### src/rtl/voq_scheduler_if.sv
// Scheduler <-> datapath handshake bundle.
//   voq_req     : request matrix, bit i*PORTS+j = ingress i has a packet for egress j
//   match_ack   : datapath has consumed the current match
//   match       : crossbar configuration, same bit mapping as voq_req
//   match_valid : match is valid and held stable until acked
// master = datapath/requester side, slave = scheduler side.
interface voq_scheduler_if #(
  parameter int unsigned PORTS = 4
);
  logic [PORTS*PORTS-1:0] voq_req;
  logic                   match_ack;
  logic [PORTS*PORTS-1:0] match;
  logic                   match_valid;

  modport master (
    output voq_req,
    output match_ack,
    input  match,
    input  match_valid
  );

  modport slave (
    input  voq_req,
    input  match_ack,
    output match,
    output match_valid
  );
endinterface

### src/rtl/voq_scheduler.sv
// Single-iteration iSLIP crossbar scheduler for a virtual-output-queued switch.
// Ports:
//   clk      : clock
//   reset    : synchronous, active-high reset
//   enable   : run enable, only looked at while idle
//   bus      : voq_scheduler_if slave (voq_req/match_ack in, match/match_valid out)
//   busy     : high whenever the FSM is not idle
//   slot_cnt : count of acked time slots (wraps)
// One slot: IDLE (sample) -> GRANT -> ACCEPT -> ISSUE (hold until ack) -> IDLE.
module voq_scheduler #(
  parameter int unsigned PORTS = 4
) (
  input  logic                 clk,
  input  logic                 reset,
  input  logic                 enable,
  voq_scheduler_if.slave       bus,
  output logic                 busy,
  output logic [31:0]          slot_cnt
);

  localparam int unsigned PW = $clog2(PORTS);

  typedef enum logic [1:0] {StIdle, StGrant, StAccept, StIssue} state_e;

  state_e state_q;

  // [i][j] packing equals the flat bit i*PORTS+j of the bus vectors.
  logic [PORTS-1:0][PORTS-1:0] req_q;
  logic [PORTS-1:0][PORTS-1:0] match_q;
  // grant_q[j][i]: egress j granted ingress i (one-hot per egress).
  logic [PORTS-1:0][PORTS-1:0] grant_q;
  logic [PORTS-1:0][PORTS-1:0] grant_d;
  logic [PORTS-1:0][PORTS-1:0] accept_d;
  logic [PORTS-1:0][PW-1:0]    grant_ptr_q;
  logic [PORTS-1:0][PW-1:0]    accept_ptr_q;
  logic                        match_valid_q;
  logic [PW-1:0]               g_idx;
  logic [PW-1:0]               a_idx;

  assign bus.match       = match_q;
  assign bus.match_valid = match_valid_q;

  // Grant: each egress picks the first requesting ingress at or after its pointer.
  // Scanning the offsets from high to low lets the lowest offset win.
  always_comb begin
    grant_d = '0;
    g_idx   = '0;
    for (int j = 0; j < PORTS; j++) begin
      for (int k = PORTS - 1; k >= 0; k--) begin
        g_idx = grant_ptr_q[j] + PW'(k);
        if (req_q[g_idx][j]) begin
          grant_d[j]        = '0;
          grant_d[j][g_idx] = 1'b1;
        end
      end
    end
  end

  // Accept: each ingress picks the first granting egress at or after its pointer.
  always_comb begin
    accept_d = '0;
    a_idx    = '0;
    for (int i = 0; i < PORTS; i++) begin
      for (int k = PORTS - 1; k >= 0; k--) begin
        a_idx = accept_ptr_q[i] + PW'(k);
        if (grant_q[a_idx][i]) begin
          accept_d[i]        = '0;
          accept_d[i][a_idx] = 1'b1;
        end
      end
    end
  end

  always_ff @(posedge clk) begin
    if (reset) begin
      state_q       <= StIdle;
      req_q         <= '0;
      grant_q       <= '0;
      match_q       <= '0;
      match_valid_q <= 1'b0;
      busy          <= 1'b0;
      slot_cnt      <= '0;
      grant_ptr_q   <= '0;
      accept_ptr_q  <= '0;
    end else begin
      unique case (state_q)
        StIdle: begin
          if (enable && (|bus.voq_req)) begin
            req_q   <= bus.voq_req;
            busy    <= 1'b1;
            state_q <= StGrant;
          end
        end
        StGrant: begin
          grant_q <= grant_d;
          state_q <= StAccept;
        end
        StAccept: begin
          match_q       <= accept_d;
          match_valid_q <= 1'b1;
          state_q       <= StIssue;
        end
        StIssue: begin
          if (bus.match_ack) begin
            // Only matched ports advance; a match is a permutation subset, so
            // each pointer is written at most once here.
            for (int i = 0; i < PORTS; i++) begin
              for (int j = 0; j < PORTS; j++) begin
                if (match_q[i][j]) begin
                  grant_ptr_q[j]  <= PW'(i + 1);
                  accept_ptr_q[i] <= PW'(j + 1);
                end
              end
            end
            slot_cnt      <= slot_cnt + 32'd1;
            match_q       <= '0;
            match_valid_q <= 1'b0;
            busy          <= 1'b0;
            state_q       <= StIdle;
          end
        end
        default: state_q <= StIdle;
      endcase
    end
  end

endmodule

### src/flat_wrapper.sv
// flat-port wrapper written by rule: the top's interface ports become plain ports
module voq_scheduler_flat 
#(
  parameter int unsigned PORTS = 4
)
  (clk, reset, enable, busy, slot_cnt, bus_voq_req, bus_match_ack, bus_match, bus_match_valid);
  voq_scheduler_if #(.PORTS(PORTS)) bus_i ();
  input  logic clk;
  input  logic reset;
  input  logic enable;
  output logic busy;
  output logic [31:0] slot_cnt;
  input wire logic [$bits(bus_i.voq_req)-1:0] bus_voq_req;
  input wire logic [$bits(bus_i.match_ack)-1:0] bus_match_ack;
  output wire logic [$bits(bus_i.match)-1:0] bus_match;
  output wire logic [$bits(bus_i.match_valid)-1:0] bus_match_valid;
  assign bus_i.voq_req = bus_voq_req;
  assign bus_i.match_ack = bus_match_ack;
  assign bus_match = bus_i.match;
  assign bus_match_valid = bus_i.match_valid;
  voq_scheduler #(.PORTS(PORTS)) u_core (.clk(clk), .reset(reset), .enable(enable), .bus(bus_i), .busy(busy), .slot_cnt(slot_cnt));
endmodule
### config.mk
export PLATFORM = sky130hd
export DESIGN_NAME = voq_scheduler_flat
export DESIGN_NICKNAME = d
export VERILOG_FILES = /design/src/rtl/voq_scheduler_if.sv /design/src/rtl/voq_scheduler.sv /design/src/flat_wrapper.sv
export SDC_FILE = /design/constraint.sdc
export NUM_CORES = 1
export LEC_CHECK = 0
export CAP_MARGIN = 20
export CELL_PAD_IN_SITES_DETAIL_PLACEMENT = 1
export CELL_PAD_IN_SITES_GLOBAL_PLACEMENT = 1
export CORE_MARGIN = 2
export CORE_UTILIZATION = 48
export CTS_CLUSTER_DIAMETER = 30
export CTS_CLUSTER_SIZE = 20
export DETAILED_ROUTE_END_ITERATION = 7
export PLACE_DENSITY_LB_ADDON = 0.1
export SETUP_SLACK_MARGIN = 0.02
export SLEW_MARGIN = 5
export SYNTH_ARGS = -nofsm -noshare
export SYNTH_HDL_FRONTEND = slang
export SYNTH_SLANG_ARGS = --single-unit
### constraint.sdc
create_clock -name clk -period 5.15 [get_ports clk]
set_input_delay 0.7725 -clock clk [delete_from_list [all_inputs] [get_ports clk]]
set_output_delay 0.7725 -clock clk [all_outputs]
set_load 0.005 [all_outputs]
; ---- Word level (Yosys, flattened, before mapping)
; Cells that the tools add are included.
[op_classes]
reduce_logical = 58
addsub = 25
n_lt_le_gt_ge = 64
muxes = 200
n_eq_ne = 5
[op_table]
columns = cell, n
row1 = $bmux W4 S2, 32
row2 = $mux W4, 40
row3 = $lt A2 B3 Y1 const B, 32
row4 = $mux W2, 41
row5 = $demux W1 S2, 32
row6 = $ge A2 B1 Y1 const B, 32
row7 = $mux W1, 42
row8 = $logic_and A1 B1 Y1, 33
row9 = $add A2 B2 Y2 const B, 16
row10 = $add A32 B1 Y32 const B, 1
row11 = $pmux W16 S2, 1
row12 = $reduce_bool A4 Y1, 8
row13 = $reduce_and A3 Y1, 9
row14 = $mux W3, 8
row15 = $add A2 B1 Y2 const B, 8
row16 = $mux W16, 1
row17 = $reduce_or A16 Y1, 1
row18 = $pmux W2 S4, 1
row19 = $reduce_and A2 Y1, 4
row20 = $eq A2 B2 Y1 const B, 2
row21 = $pmux W1 S2, 2
row22 = $reduce_bool A2 Y1, 2
row23 = $eq A2 B1 Y1 const B, 1
row24 = $logic_not A2 Y1, 1
row25 = 2 further kinds, 2
[totals]
regBits = 100
wordCells = 376
out_inout_bits = 50

; ---- Logic depth before layout (Yosys ltp)
[logic_depth]
word_depth = 10
depth_mapped = 8
ltp_nobuf = 6

; ---- Worst setup path after synthesis
; Ideal clock, no wire load.
[synth_timing]
kind = register to register
startpoint = reg u_core.accept_ptr_q[0] in the netlist's numbering
endpoint = reg u_core.match_q (netlist bit u_core.bus.match[0])
required_time_ns = 5.080
path_buffers = 1
t_arrival_ns = 2.413
synth_period_minus_slack_ns = 2.483
path_stages_with_launch = 8
path_slack_ns = 2.667
setup_time_ns = 0.070
path_cell_list = dfxtp_1 > clkbuf_1 > inv_1 > ha_1 > mux4_2 > a21o_1 > a211o_1 > a21oi_1
[synth_between]
elab_chain_len = 10
elab_cells_between_ends = 36
[synth_lines]
columns = element, line_no
row1 = start: declaration, voq_scheduler.sv:35  ; logic [PORTS-1:0][PW-1:0] accept_ptr_q;
row2 = start signal: indexed assignment, voq_scheduler.sv:111  ; accept_ptr_q[i] <= PW'(j + 1);
row3 = $add A2 B2 Y2, voq_scheduler.sv:65  ; a_idx = accept_ptr_q[i] + PW'(k);
row4 = $lt A2 B3 Y1 (not written as such) or $ge A2 B1 Y1 (tied branches), voq_scheduler.sv:68  ; accept_d[i][a_idx] = 1'b1;
row5 = $logic_and A1 B1 Y1 (not written as such), voq_scheduler.sv:68
row6 = $mux W1 (not written as such), voq_scheduler.sv:68
row7 = $demux W1 S2, -
row8 = $mux W4 (3 in series), voq_scheduler.sv:66  ; if (grant_q[a_idx][i]) begin
row9 = $mux W4 (*), voq_scheduler.sv:66
row10 = $pmux W16 S2 (*), voq_scheduler.sv:86  ; unique case (state_q)
row11 = end signal: assignment, voq_scheduler.sv:99  ; match_q <= accept_d;
row12 = end: declaration, voq_scheduler.sv:29  ; logic [PORTS-1:0][PORTS-1:0] match_q;
; Every way passes the cells marked *; elsewhere a longest branch is shown, timed or not. The select of a mux whose other input is x is not followed.
; A chain may end at the register's enable or synchronous reset.

; ---- Final worst setup path
[layout_timing]
startpoint = in bus_match_ack
endpoint = reg u_core.slot_cnt[21]
[layout_between]
elab_chain_len = 1
[layout_lines]
columns = element, line_no
row1 = start: declaration, flat_wrapper.sv:14  ; input wire logic [$bits(bus_i.match_ack)-1:0] bus_match_ack;
row2 = $reduce_and A2 Y1 (no source line), -
row3 = end signal: assignment, voq_scheduler.sv:115  ; slot_cnt <= slot_cnt + 32'd1;
row4 = end: declaration, voq_scheduler.sv:18  ; output logic [31:0] slot_cnt
; No other way between the ends.

==> results_dict.tcl <==
set metrics [dict create \
    status "completed" \
    gp_congestion 0.915 \
    timing.critical_path.from "bus_match_ack" \
    num_rows 44 \
    drt_first_pass_iters 4 \
    worstSetupEndpoint "u_core.slot_cnt[21]" \
    grt_max_degree 66 \
    setup_viol 0 \
    start_kind "input port" \
    dieArea_um2 15700 \
    peakVddDrop_v 0.000179 \
    postSynthCellCount 798 \
    crit_fanout 19 \
    synth_nets 888 \
    io_buffers 69 \
    drv_cap 0 \
    syn_avg_cell_area_um2 8.85 \
    tightest_slew_ns 1.05 \
    start_util_pct 48.8 \
    rrSetupSlack_ns 2.36 \
    ys.flop_type "dfxtp_1" \
    ctsRootBufferMaster "clkbuf_16" \
    drv_slew 0 \
    post_cts_buffers 0 \
    fp.dieW_um 125 \
    rsz0062_at_grt "false" \
    wl_mm 20.1 \
    endpoint_kind "flip-flop" \
    hold_ws_ns 0.508 \
    ios 70 \
    areaGrowthSynthToFinish_pct 15.8 \
    grt_pass1_wl_mm 33.2 \
    synth_area_um2 7070 \
    min_period_ns 3.01 \
    cts_tree "done" \
    wl_per_cell_um 19.4 \
    grt_pass1_vias 6602 \
    antennaDiodeCount 0 \
    fmax_mhz 332 \
    power.total_uw 2290 \
    post-route-period-util_pct 58.4 \
    async_flop_share_pct 0 \
    cts.sinks 100 \
    viasPerCell 6.26 \
    hold_violations 0 \
    max_slew_margin_pct 28.5 \
    setup_ws_ns 2.14 \
    reg2regPathDepth 5 \
    drtIter0Drc 338 \
    synth-edff-count 0 \
    crit_type "input port to flip-flop" \
    track_usage_pct 25.6 \
    dp_hpwl_mm 14.6 \
    yosysWarnings 0 \
    ys_seq_elements 100 \
    worstPathRequired_ns 5.40 \
    cts_hold_buffers 0 \
    htree_levels 3 \
    vias 6484 \
    cp.arrival_ns 3.26 \
    fp.dieH_um 125 \
    antenna_left 0 \
    path_clk_slew_ns 0.07 \
    place_area_um2 7880 \
    nets 936 \
    antenna_found_initial 0 \
    rr_startpoint "u_core.state_q[1]" \
    cts_buffer_depth 2 \
    design.core.area_um2 14500 \
    grt_overflow 0 \
    stdcell_area_um2 8180 \
    numCtsBuffers 9 \
    power_density_nw_per_um2 280 \
    fin_tns_setup_ns 0 \
    r2r_end "u_core.slot_cnt[21]" \
    hold_class "flip-flop to flip-flop" \
    clk_latency_ns 0.36 \
    p_leak_uw 0.00293 \
    post-place-ws_ns 1.83 \
    drive_gt1_share_pct 8.34 \
    fillers 1696 \
    fin_skew_ns 0.0113 \
    cts_resized 0 \
    synth_cell_types 50 \
    yosysSeqAreaShare_pct 28.3 \
    drcViolationCount 0 \
]
cell type report:
cell class	instances	area (um^2)	share of cell area (%)
timing repair buffer	74	729	8.92
multi-input combinational	602	4700	57.5
inverter	59	221	2.71
clock buffer	10	229	2.80
clock inverter	6	62.6	0.765
sequential	100	2000	24.5
tap	184	230	2.81
cells in the final DEF (no fill, tap or decap), types with 6 or more instances in the layout:
cell	Yosys	final
o21ai_0	32	32
nor2b_1	33	33
mux2i_1	25	24
a221oi_1	18	18
nand3_1	8	8
mux4_2	30	30
a31oi_1	17	17
o211ai_1	7	7
nor3_1	22	22
clkbuf_16	0	9
a21oi_1	55	55
a21o_1	17	17
clkdlybuf4s50_1	0	68
nor4_1	6	6
ha_1	70	70
and3_1	8	8
a22oi_1	22	22
a211o_1	9	9
or4_1	10	10
o22ai_1	28	28
nor4b_1	8	8
mux2_2	11	11
nand2_1	27	27
dfxtp_1	100	100
nor2_1	76	76
inv_1	59	59
o31ai_1	9	9
metal layers:
layer	wire, um	GRT usage (%)	up-vias	share of wire, %
met2	9910	43.9	128	49
li1	-	-	3066	-
met4	231	5.69	0	1.1
met3	697	4.62	18	3.5
met1	9280	33.7	3272	46
met5	0	0	-	0
worst max-delay path, cell delays in order:
cell,delay (ns)
clkdlybuf4s50_1,0.64
and4_4,0.31
or4b_1,0.75
nor4_1,0.39
mux2_2,0.38
logic make-up after synthesis:
group,synth area share (%)
xor gates and xnor gates,1.12
DFF,28.3
and+or+nand+nor,16.6
buffers and inverters,5.24
muxes,14.9
adders and majority gates,12.4
AOI/OAI and AO/OA,21.4
power by group:
group	leakage (uW)	switching (uW)	internal (uW)
sequential	0.000809	84.4	832
clock	0.000147	319	378
combinational	0.00197	382	291
how the worst min path moves through the flow:
stage / startpoint / to / slack [ns] / cells after the start
after floorplan: u_core.state_q[1] / u_core.state_q[1] / 0.47 / 2
after global placement: u_core.state_q[1] / u_core.state_q[1] / 0.48 / 2
after detailed placement: u_core.slot_cnt[22] / u_core.slot_cnt[22] / 0.49 / 2
after CTS: u_core.slot_cnt[17] / u_core.slot_cnt[17] / 0.51 / 2
after global routing: u_core.state_q[0] / u_core.state_q[0] / 0.54 / 2
final: u_core.slot_cnt[17] / u_core.slot_cnt[17] / 0.51 / 2
flip-flops by register name (all words and copies together) (netlist names):
name                    count
u_core.accept_ptr_q         8
u_core.req_q               16
u_core.bus.match_valid      1
u_core.grant_ptr_q          8
u_core.busy                 1
u_core.grant_q             16
u_core.bus.match           16
u_core.slot_cnt            32
u_core.state_q              2
cells in the mapped netlist, types with 3 or more instances:
cell / number / area share, %
a2111oi_0: 3 / 0.37
a211o_1: 9 / 1.1
a21o_1: 17 / 1.8
a21oi_1: 55 / 3.9
a221oi_1: 18 / 2.2
a22oi_1: 22 / 2.3
a31oi_1: 17 / 1.5
and2_1: 3 / 0.27
and3_1: 8 / 0.71
and4_1: 3 / 0.37
buf_2: 5 / 0.35
clkbuf_1: 30 / 1.6
dfxtp_1: 100 / 28
ha_1: 70 / 12
inv_1: 59 / 3.1
mux2_2: 11 / 1.8
mux2i_1: 25 / 3.5
mux4_2: 30 / 9.6
nand2_1: 27 / 1.4
nand2b_1: 4 / 0.35
nand3_1: 8 / 0.57
nand4_1: 5 / 0.44
nor2_1: 76 / 4.0
nor2b_1: 33 / 2.9
nor3_1: 22 / 1.6
nor4_1: 6 / 0.53
nor4b_1: 8 / 0.99
o211ai_1: 7 / 0.74
o21ai_0: 32 / 2.3
o22ai_1: 28 / 2.5
o311ai_0: 4 / 0.50
o31ai_1: 9 / 0.96
o41ai_1: 4 / 0.50
or2_2: 4 / 0.35
or3_1: 5 / 0.44
or4_1: 10 / 1.1
xnor2_1: 4 / 0.50
xor2_1: 5 / 0.62
metrics by stage:
stage                     util (%)  cells
after CTS                     56.4   1034
after global placement        54.4   1018
final                         56.5   1035
after floorplan                  -    798
after global routing          56.5   1035
after detailed placement      54.4   1018
No activity file was read; power rests on OpenSTA's default activity.
